<file path="src/rtl/intc_pkg.sv">
// Shared definitions for the intc interrupt controller: register offsets,
// FSM state encoding, CLAIM layout and small priority helpers.
package intc_pkg;

    localparam logic [2:0] INTC_REG_ENABLE     = 3'd0;
    localparam logic [2:0] INTC_REG_PENDING    = 3'd1;
    localparam logic [2:0] INTC_REG_MODE       = 3'd2;
    localparam logic [2:0] INTC_REG_IN_SERVICE = 3'd3;
    localparam logic [2:0] INTC_REG_CLAIM      = 3'd4;
    localparam logic [2:0] INTC_REG_SWI        = 3'd5;

    localparam int INTC_CLAIM_VALID_BIT = 31;

    typedef enum logic [1:0] {
        ST_IDLE = 2'd0,
        ST_REQ  = 2'd1,
        ST_SVC  = 2'd2
    } intc_state_e;

    function automatic logic [7:0] lowest_onehot(input logic [7:0] v);
        return v & (~v + 8'd1);
    endfunction

    function automatic logic [2:0] lowest_index(input logic [7:0] v);
        logic [2:0] idx;
        idx = 3'd0;
        for (int i = 7; i >= 0; i--) begin
            if (v[i]) begin
                idx = 3'(i);
            end else begin
                idx = idx;
            end
        end
        return idx;
    endfunction

endpackage

</file>
<file path="src/rtl/intc_if.sv">
// Data-memory style slave bus used to reach the intc register file.
interface intc_if;
    logic        cs;
    logic        rd;
    logic [7:0]  addr;
    logic [31:0] write_data;
    logic [31:0] read_data;

    modport master (output cs, rd, addr, write_data, input read_data);
    modport slave  (input cs, rd, addr, write_data, output read_data);
endinterface

</file>
<file path="src/rtl/intc_sync_edge.sv">
// Per-source two-flop synchroniser with a trailing flop for rising-edge detection.
module intc_sync_edge (
    input  logic clk,
    input  logic clr_n,
    input  logic src,
    output logic level,
    output logic rise
);

    logic sync1_r;
    logic sync2_r;
    logic prev_r;

    // synchroniser chain plus one delayed copy of the synchronised level
    always_ff @(posedge clk or negedge clr_n) begin
        if (!clr_n) begin
            sync1_r <= 1'b0;
            sync2_r <= 1'b0;
            prev_r  <= 1'b0;
        end else begin
            sync1_r <= src;
            sync2_r <= sync1_r;
            prev_r  <= sync2_r;
        end
    end

    assign level = sync2_r;
    assign rise  = sync2_r & ~prev_r;

endmodule

</file>
<file path="src/rtl/intc.sv">
// Programmable interrupt controller presenting one prioritised request to CP0.
// Optional nested servicing is enabled by defining INTC_NEST_EN.
module intc
    import intc_pkg::*;
#(
    parameter int NUM_SRC = 8
) (
    input  logic               clk,
    input  logic               clr_n,
    input  logic [NUM_SRC-1:0] irq_src,
    intc_if.slave              bus,
    output logic [7:0]         hardware_interrupt,
    input  logic               ack,
    input  logic               eret,
    output logic               irq_active
);

    localparam logic [7:0] SRC_MASK = 8'((16'd1 << NUM_SRC) - 16'd1);

    logic [7:0]  level_s;
    logic [7:0]  rise_s;
    logic [7:0]  enable_r;
    logic [7:0]  mode_r;
    logic [7:0]  pending_r;
    logic [7:0]  isr_r;
    logic [7:0]  hw_int_r;
    logic        irq_active_r;
    intc_state_e state_r;
    intc_state_e state_nxt_s;
    logic [7:0]  enable_nxt_s;
    logic [7:0]  mode_nxt_s;
    logic [7:0]  pending_nxt_s;
    logic [7:0]  isr_nxt_s;
    logic [7:0]  hw_int_nxt_s;
    logic [7:0]  wdata_s;
    logic [7:0]  w1c_s;
    logic [7:0]  swi_s;
    logic [7:0]  ack_bits_s;
    logic [7:0]  eret_bits_s;
    logic [7:0]  nest_gate_s;
    logic [7:0]  cand_s;
    logic        wr_s;
    logic        ack_ok_s;
    logic        eret_ok_s;
    logic [31:0] rdata_s;
    logic        unused_s;

    for (genvar gi = 0; gi < 8; gi++) begin : g_src
        if (gi < NUM_SRC) begin : g_used
            intc_sync_edge u_sync (
                .clk   (clk),
                .clr_n (clr_n),
                .src   (irq_src[gi]),
                .level (level_s[gi]),
                .rise  (rise_s[gi])
            );
        end else begin : g_unused
            assign level_s[gi] = 1'b0;
            assign rise_s[gi]  = 1'b0;
        end
    end

    assign wr_s     = bus.cs & ~bus.rd;
    assign wdata_s  = bus.write_data[7:0] & SRC_MASK;
    assign unused_s = ^{bus.addr[7:3], bus.write_data[31:8]};

    // register writes, pending update and in-service bookkeeping
    always_comb begin
        enable_nxt_s = enable_r;
        mode_nxt_s   = mode_r;
        w1c_s        = 8'd0;
        swi_s        = 8'd0;
        if (wr_s) begin
            case (bus.addr[2:0])
                INTC_REG_ENABLE:  enable_nxt_s = wdata_s;
                INTC_REG_PENDING: w1c_s        = wdata_s;
                INTC_REG_MODE:    mode_nxt_s   = wdata_s;
                INTC_REG_SWI:     swi_s        = wdata_s;
                default:          swi_s        = 8'd0;
            endcase
        end else begin
            swi_s = 8'd0;
        end
        ack_ok_s    = ack & (state_r == ST_REQ) & (hw_int_r != 8'd0);
        eret_ok_s   = eret & (isr_r != 8'd0);
        ack_bits_s  = ack_ok_s ? hw_int_r : 8'd0;
        eret_bits_s = eret_ok_s ? lowest_onehot(isr_r) : 8'd0;
        // a fresh source edge outranks a W1C or an ack clear on the same bit
        pending_nxt_s = ((mode_r & ((pending_r & ~w1c_s & ~ack_bits_s) | rise_s))
                         | (~mode_r & level_s) | swi_s) & SRC_MASK;
        isr_nxt_s     = (isr_r | ack_bits_s) & ~eret_bits_s;
    end

    // candidate set, restricted while a handler is in service
    always_comb begin
        nest_gate_s = 8'hFF;
        if (isr_r == 8'd0) begin
            nest_gate_s = 8'hFF;
        end else begin
`ifdef INTC_NEST_EN
            nest_gate_s = lowest_onehot(isr_r) - 8'd1;
`else
            nest_gate_s = 8'h00;
`endif
        end
        cand_s = pending_r & enable_r & ~isr_r & nest_gate_s;
    end

    // request FSM: next state and next one-hot request
    always_comb begin
        state_nxt_s  = state_r;
        hw_int_nxt_s = 8'd0;
        case (state_r)
            ST_IDLE: begin
                if (cand_s != 8'd0) begin
                    state_nxt_s  = ST_REQ;
                    hw_int_nxt_s = lowest_onehot(cand_s);
                end else begin
                    state_nxt_s = ST_IDLE;
                end
            end
            ST_REQ: begin
                if (ack_ok_s) begin
                    state_nxt_s = ST_SVC;
                end else if (eret_ok_s) begin
                    state_nxt_s = (isr_nxt_s != 8'd0) ? ST_SVC : ST_IDLE;
                end else if (cand_s != 8'd0) begin
                    state_nxt_s  = ST_REQ;
                    hw_int_nxt_s = lowest_onehot(cand_s);
                end else begin
                    state_nxt_s = (isr_r != 8'd0) ? ST_SVC : ST_IDLE;
                end
            end
            ST_SVC: begin
                if (eret_ok_s) begin
                    state_nxt_s = (isr_nxt_s != 8'd0) ? ST_SVC : ST_IDLE;
                end else if (cand_s != 8'd0) begin
                    state_nxt_s  = ST_REQ;
                    hw_int_nxt_s = lowest_onehot(cand_s);
                end else begin
                    state_nxt_s = ST_SVC;
                end
            end
            default: begin
                state_nxt_s = ST_IDLE;
            end
        endcase
    end

    // all controller state, cleared immediately by clr_n
    always_ff @(posedge clk or negedge clr_n) begin
        if (!clr_n) begin
            enable_r     <= 8'd0;
            mode_r       <= 8'd0;
            pending_r    <= 8'd0;
            isr_r        <= 8'd0;
            hw_int_r     <= 8'd0;
            irq_active_r <= 1'b0;
            state_r      <= ST_IDLE;
        end else begin
            enable_r     <= enable_nxt_s;
            mode_r       <= mode_nxt_s;
            pending_r    <= pending_nxt_s;
            isr_r        <= isr_nxt_s;
            hw_int_r     <= hw_int_nxt_s;
            irq_active_r <= (isr_nxt_s != 8'd0);
            state_r      <= state_nxt_s;
        end
    end

    // zero-latency read mux, like data RAM
    always_comb begin
        rdata_s = 32'd0;
        if (bus.cs & bus.rd) begin
            case (bus.addr[2:0])
                INTC_REG_ENABLE:     rdata_s = {24'd0, enable_r};
                INTC_REG_PENDING:    rdata_s = {24'd0, pending_r};
                INTC_REG_MODE:       rdata_s = {24'd0, mode_r};
                INTC_REG_IN_SERVICE: rdata_s = {24'd0, isr_r};
                INTC_REG_CLAIM: begin
                    rdata_s[INTC_CLAIM_VALID_BIT] = (isr_r != 8'd0);
                    rdata_s[2:0]                  = lowest_index(isr_r);
                end
                default:             rdata_s = 32'd0;
            endcase
        end else begin
            rdata_s = 32'd0;
        end
    end

    assign bus.read_data       = rdata_s;
    assign hardware_interrupt  = hw_int_r;
    assign irq_active          = irq_active_r;

endmodule

</file>
<file path="src/flat_wrapper.sv">
// flat-port wrapper written by rule: the top's interface ports become plain ports
module intc_flat import intc_pkg::*;
#(
    parameter int NUM_SRC = 8
)
  (clk, clr_n, irq_src, hardware_interrupt, ack, eret, irq_active, bus_cs, bus_rd, bus_addr, bus_write_data, bus_read_data);
  intc_if bus_i ();
  input  logic clk;
  input  logic clr_n;
  input  logic [NUM_SRC-1:0] irq_src;
  output logic [7:0] hardware_interrupt;
  input  logic ack;
  input  logic eret;
  output logic irq_active;
  input wire logic [$bits(bus_i.cs)-1:0] bus_cs;
  input wire logic [$bits(bus_i.rd)-1:0] bus_rd;
  input wire logic [$bits(bus_i.addr)-1:0] bus_addr;
  input wire logic [$bits(bus_i.write_data)-1:0] bus_write_data;
  output wire logic [$bits(bus_i.read_data)-1:0] bus_read_data;
  assign bus_i.cs = bus_cs;
  assign bus_i.rd = bus_rd;
  assign bus_i.addr = bus_addr;
  assign bus_i.write_data = bus_write_data;
  assign bus_read_data = bus_i.read_data;
  intc #(.NUM_SRC(NUM_SRC)) u_core (.clk(clk), .clr_n(clr_n), .irq_src(irq_src), .bus(bus_i), .hardware_interrupt(hardware_interrupt), .ack(ack), .eret(eret), .irq_active(irq_active));
endmodule
</file>
<file path="config.mk">
export PLATFORM = sky130hd
export DESIGN_NAME = intc_flat
export DESIGN_NICKNAME = d
export VERILOG_FILES = /design/src/rtl/intc_pkg.sv /design/src/rtl/intc_if.sv /design/src/rtl/intc_sync_edge.sv /design/src/rtl/intc.sv /design/src/flat_wrapper.sv
export SDC_FILE = /design/constraint.sdc
export NUM_CORES = 1
export LEC_CHECK = 0
export BUFFER_PORTS_ARGS = -buffer_cell sky130_fd_sc_hd__buf_4
export CAP_MARGIN = 30
export CORE_UTILIZATION = 40
export DETAILED_ROUTE_END_ITERATION = 6
export PLACE_DENSITY = 0.67
export SLEW_MARGIN = 20
export SYNTH_ARGS = -nofsm -noshare
export SYNTH_HDL_FRONTEND = slang
export SYNTH_HIERARCHICAL = 1
export SYNTH_SLANG_ARGS = --single-unit
</file>
<file path="constraint.sdc">
create_clock -name clk -period 5.55 [get_ports clk]
set_clock_uncertainty 0.15 [all_clocks]
set_input_delay 0.555 -clock clk [delete_from_list [all_inputs] [get_ports clk]]
set_output_delay 0.555 -clock clk [all_outputs]
set_load 0.005 [all_outputs]
</file>
Word level (Yosys, flattened, before mapping) --
Index checks and enable logic that the tools add are counted.
Storage, ports and cells: bits in registers 67, output and inout bits 41, word-level logic and storage cells 123
Cells by class: add/subtract/negate cells 2, eq/ne operators 7, mux-type cells 32, bitwise operators 42, reduce and logical (&&, ||, !) cells 9
Operator list (number):
- AND 8 bit | 10
- 2-to-1 mux 8 bit | 10
- inverter 8 bit | 6
- 2-to-1 mux 32 bit | 1
- bitwise OR 8 bit | 4
- nonzero test 8 bit | 4
- 2-to-1 mux 3 bit | 8
- one-hot mux 8 bit (3 select lines) | 1
- one-hot mux 5 bit (4 select lines) | 1
- adder 8 x 1 -> 8 bit (second input constant) | 2
- one-hot mux 3 bit (5 select lines) | 1
- 2-to-1 mux 2 bit | 7
- AND 1 bit | 13
- inverter 1 bit | 9
- logical NOT 8 bit | 1
- == test 3 x 2 -> 1 bit (second input constant) | 2
- == test 3 bit (second input constant) | 2
- one-hot mux 2 bit (3 select lines) | 1
- AND reduction 2 bit | 2
- == test 3 x 1 -> 1 bit (second input constant) | 1
- logical NOT 3 bit | 1
- == test 2 x 1 -> 1 bit (second input constant) | 1
- == test 2 bit (second input constant) | 1
- logical NOT 2 bit | 1
- 2-to-1 mux 1 bit | 2

Logic depth before layout (Yosys ltp) --
depth after elaboration 11, mapped depth 6

Cells and area by module --
Netlist, hierarchy kept.
Modules (own cells, without submodules):
- intc | instances 1, cells an instance 278, area each 2676.3 µm², sequential area each 1076.0 µm²
- intc_sync_edge | instances 8, cells an instance 4, area each 88.8 µm², sequential area each 75.1 µm²

Worst setup path before layout --
Ideal clock, no wire load.
path kind input port to output port, from in bus_addr[2], to out bus_read_data[1], arrival time 1.769 ns, path slack 3.076 ns, cell stages on the path 6, cell sequence buf_2 -> clkinv_1 -> or3_1 -> nor3_1 -> o21ai_0 -> a21oi_1
On the way: longest elaborated chain between the ends 3
RTL lines:
- start: declaration | RTL line flat_wrapper.sv:17 | input wire logic [$bits(bus_i.addr)-1:0] bus_addr;
- == test 3 bit, or another cell as far along | RTL line intc.sv:175 | case (bus.addr[2:0])
- one-hot mux 3 bit (5 select lines) (*) | RTL line intc.sv:175
- 2-to-1 mux 32 bit (*) | RTL line intc.sv:174 | if (bus.cs & bus.rd) begin
- end: declaration | RTL line flat_wrapper.sv:19 | output wire logic [$bits(bus_i.read_data)-1:0] bus_read_data;
Every way passes the cells marked *; elsewhere a longest branch is shown, timed or not.

Worst setup path in the final report --
Same ends and word-level chain as after synthesis.

==> run metrics <==
CTS sink cnt 67; max cap viols 0; RSZ-0062 raised after global routing no; Hold Path Class in -> async; Core Area 8220 um^2; final core occ between 40 and 50%; vias roughly 2500; Syn Inst Count between 300 and 400; Cells after DPL 448; Yosys top cell area share 49.5%; asr flop ratio synth between 90% and 100%; total global-route track usage 18.9%; n_diodes 0; vias in the first global route roughly 2400; Worst VDD drop about 0.00024 V; largest stage delay on the critical path between 0.4 and 0.5 ns; Setup CP Type in -> out; buffers and inverters on the worst path 3; synthesized area ~3400 um^2; run status complete, no violations; P&R area growth vs syn 15.0%; CTS Buf Count 9; GRT Residual Overflow 0; I/O Buffers 42; # rows 33; clock tree buffer depth 2; met1 usage between 20% and 30%; first-pass GRT wire length ~12000 um; clock slew at reported path FFs approximately 0.07 ns; ranking of synthesized cells by area dfrtp_1 50%, mux2_2 5.3%, buf_4 5.1%; Resized cells post-CTS 0; Crit path top cell by count buf_4; largest net degree at the start of global routing 68; drt drc 0; Synth area leader dfrtp_1; worst reg2reg setup slack around 3.3 ns; Top FF cell, synth dfrtp_1; CTS tree yes; die outline area ~9000 um^2; layout cells sized above 1 around 28%; Worst R2R Start u_core/isr_r[5]; count leader, synth dfrtp_1; total negative slack 0 ns; top cells by count, synth 67 x dfrtp_1, 32 x nand2_1, 23 x buf_4, 19 x nor2_1; final hold viol count 0; Worst path slowest cell or3_1; final WL 7560 um; First-pass DRT Iterations 4; met2 usage ~28%; post-cts hold buffer count 0; LEAKAGE 0.00173 uW; drt wl/cell 16.3 um; CTS H-tree depth 3; CP endpoint kind primary output; reg2reg path depth 4; dpl hpwl approximately 5400 um; num ports 95; Die Span Y 94.0 um; critical path arrival about 2.2 ns; footprint of the multi-input gates 1520 um^2; most used routing layer met2; Avg Cell Area, Syn 10.9 um^2; slew margin rel. a little over two fifths; sequential share of the synthesized area 49.5%; nets@finish between 400 and 500; Ys Warns 6; Die X 94.0 um; Antenna Nets Post-Route 0; f_max between 300 and 400 MHz; clk_lat worst skew 0.35 ns; max-slew violation count 0; reg2reg end u_core/hardware_interrupt[3]; grt met3 use just under 5%; DR vias/cell about 5.4; fill cell count 761; CP Max Fanout 10; CP top delay family simple AND/OR/NAND/NOR gates; Tmin final about 2.9 ns; fin crit share 51.7%; CP Data Required Time ~4.9 ns; final setup fails 0; Post-Place Worst Slack 2.71 ns; crit start category input port; Post-synth EDFFs 0; Yosys reg bits 67; clk root buf clkbuf_8; register area ~1700 um^2; GPL Wtd Cong between 0.8 and 0.9; DR iter-0 viols around 200; slew of the pin with the lowest slew margin between 0.8 and 0.9 ns; Non-Filler Instances between 400 and 500; Synth cell types a little over 50; Initial Util roughly two fifths; PwrDens just over 400 nW/um^2; CP Cell Sequence buf_4, clkinv_1, or3_1, nor3_1, o21ai_0, a21oi_1, buf_4; Worst Setup Slack, final approximately 2.7 ns; post-CTS setup repair buffer count 0; initial antenna violation count 0
==> cell families (layout without fill, tap and decap cells) <==
kind of cell	count (synthesis)	in the layout	share of synthesized area (%)
buffers and inverters	45	72	8.02
AOI/OAI and AO/OA	56	56	11.0
other	1	23	0.111
muxes	25	25	9.46
and+or+nand+nor	116	116	21.9
DFF	67	67	49.5
==> sequential cells by signal (all words and copies together) (netlist names) <==
signal                              count
u_core/g_src.g_used.u_sync/level        8
u_core/mode_r                           8
u_core/irq_active                       1
u_core/g_src.g_used.u_sync/sync1_r      8
u_core/pending_r                        8
u_core/isr_r                            8
u_core/g_src.g_used.u_sync/prev_r       8
u_core/hardware_interrupt               8
u_core/enable_r                         8
u_core/state_r                          2
==> cell usage in the layout, fill, tap and decap left out, types with 2 or more instances in the layout <==
cell type   count
or4_4           2
nand2b_1        5
a21oi_1        11
nor2b_4         8
a2111oi_0       4
buf_4          42
clkbuf_8        9
nand3_1         3
conb_1         23
a311oi_1       10
nor2_1         19
nand3b_1        8
mux4_2          4
o21ai_0        16
dfrtp_1        67
a22oi_1         3
mux2_2         16
nand4_1         3
nor3b_1         5
clkinvlp_4      3
a31oi_1         2
mux2i_1         5
or4_1           2
nand2_1        32
nor3_1          7
o21a_1          2
inv_1          10
nor2b_1         9
buf_2           3
==> worst max path at each step <==
stage,depth (start not counted),slack (ns),end,from
4_1_cts,7,2.70,bus_read_data[1],bus_addr[2]
3_3_place_gp,7,2.71,bus_read_data[1],bus_addr[2]
6_report,7,2.68,bus_read_data[1],bus_addr[2]
5_1_grt,7,2.54,bus_read_data[1],bus_addr[2]
3_5_place_dp,7,2.71,bus_read_data[1],bus_addr[2]
2_1_floorplan,6,3.08,bus_read_data[1],bus_addr[2]
==> metrics by stage <==
stage	total power [uW]	area, um^2	hold slack (ns)
2_1_floorplan	1040	3470	0.109
3_3_place_gp	1160	3690	0.182
3_5_place_dp	1180	3700	0.186
4_1_cts	1580	3890	0.136
5_1_grt	1680	3890	0.127
6_report	1570	3890	0.153
==> cell type report <==
type                            count  share of cell area (%)
Clock buffer                       10                    3.28
Sequential cell                    67                    43.0
Timing Repair Buffer               45                    8.48
Multi-Input combinational cell    220                    39.1
Tap cell                          105                    3.37
Inverter                           11                    1.06
Clock inverter                      6                    1.70
==> layer usage <==
metal | wire [um] | part of all wire [%]
met2 | 3500 | 46
met3 | 424 | 5.6
met4 | 94 | 1.2
met5 | 0 | 0
met1 | 3540 | 47
==> where the power goes <==
part	switching, uW	total, uW	internal (uW)
Sequential	99.4	676	577
Clock	196	403	207
Combinational	252	496	244
Total	547	1570	1030
Note: power is estimated with default switching activity, not from simulation.
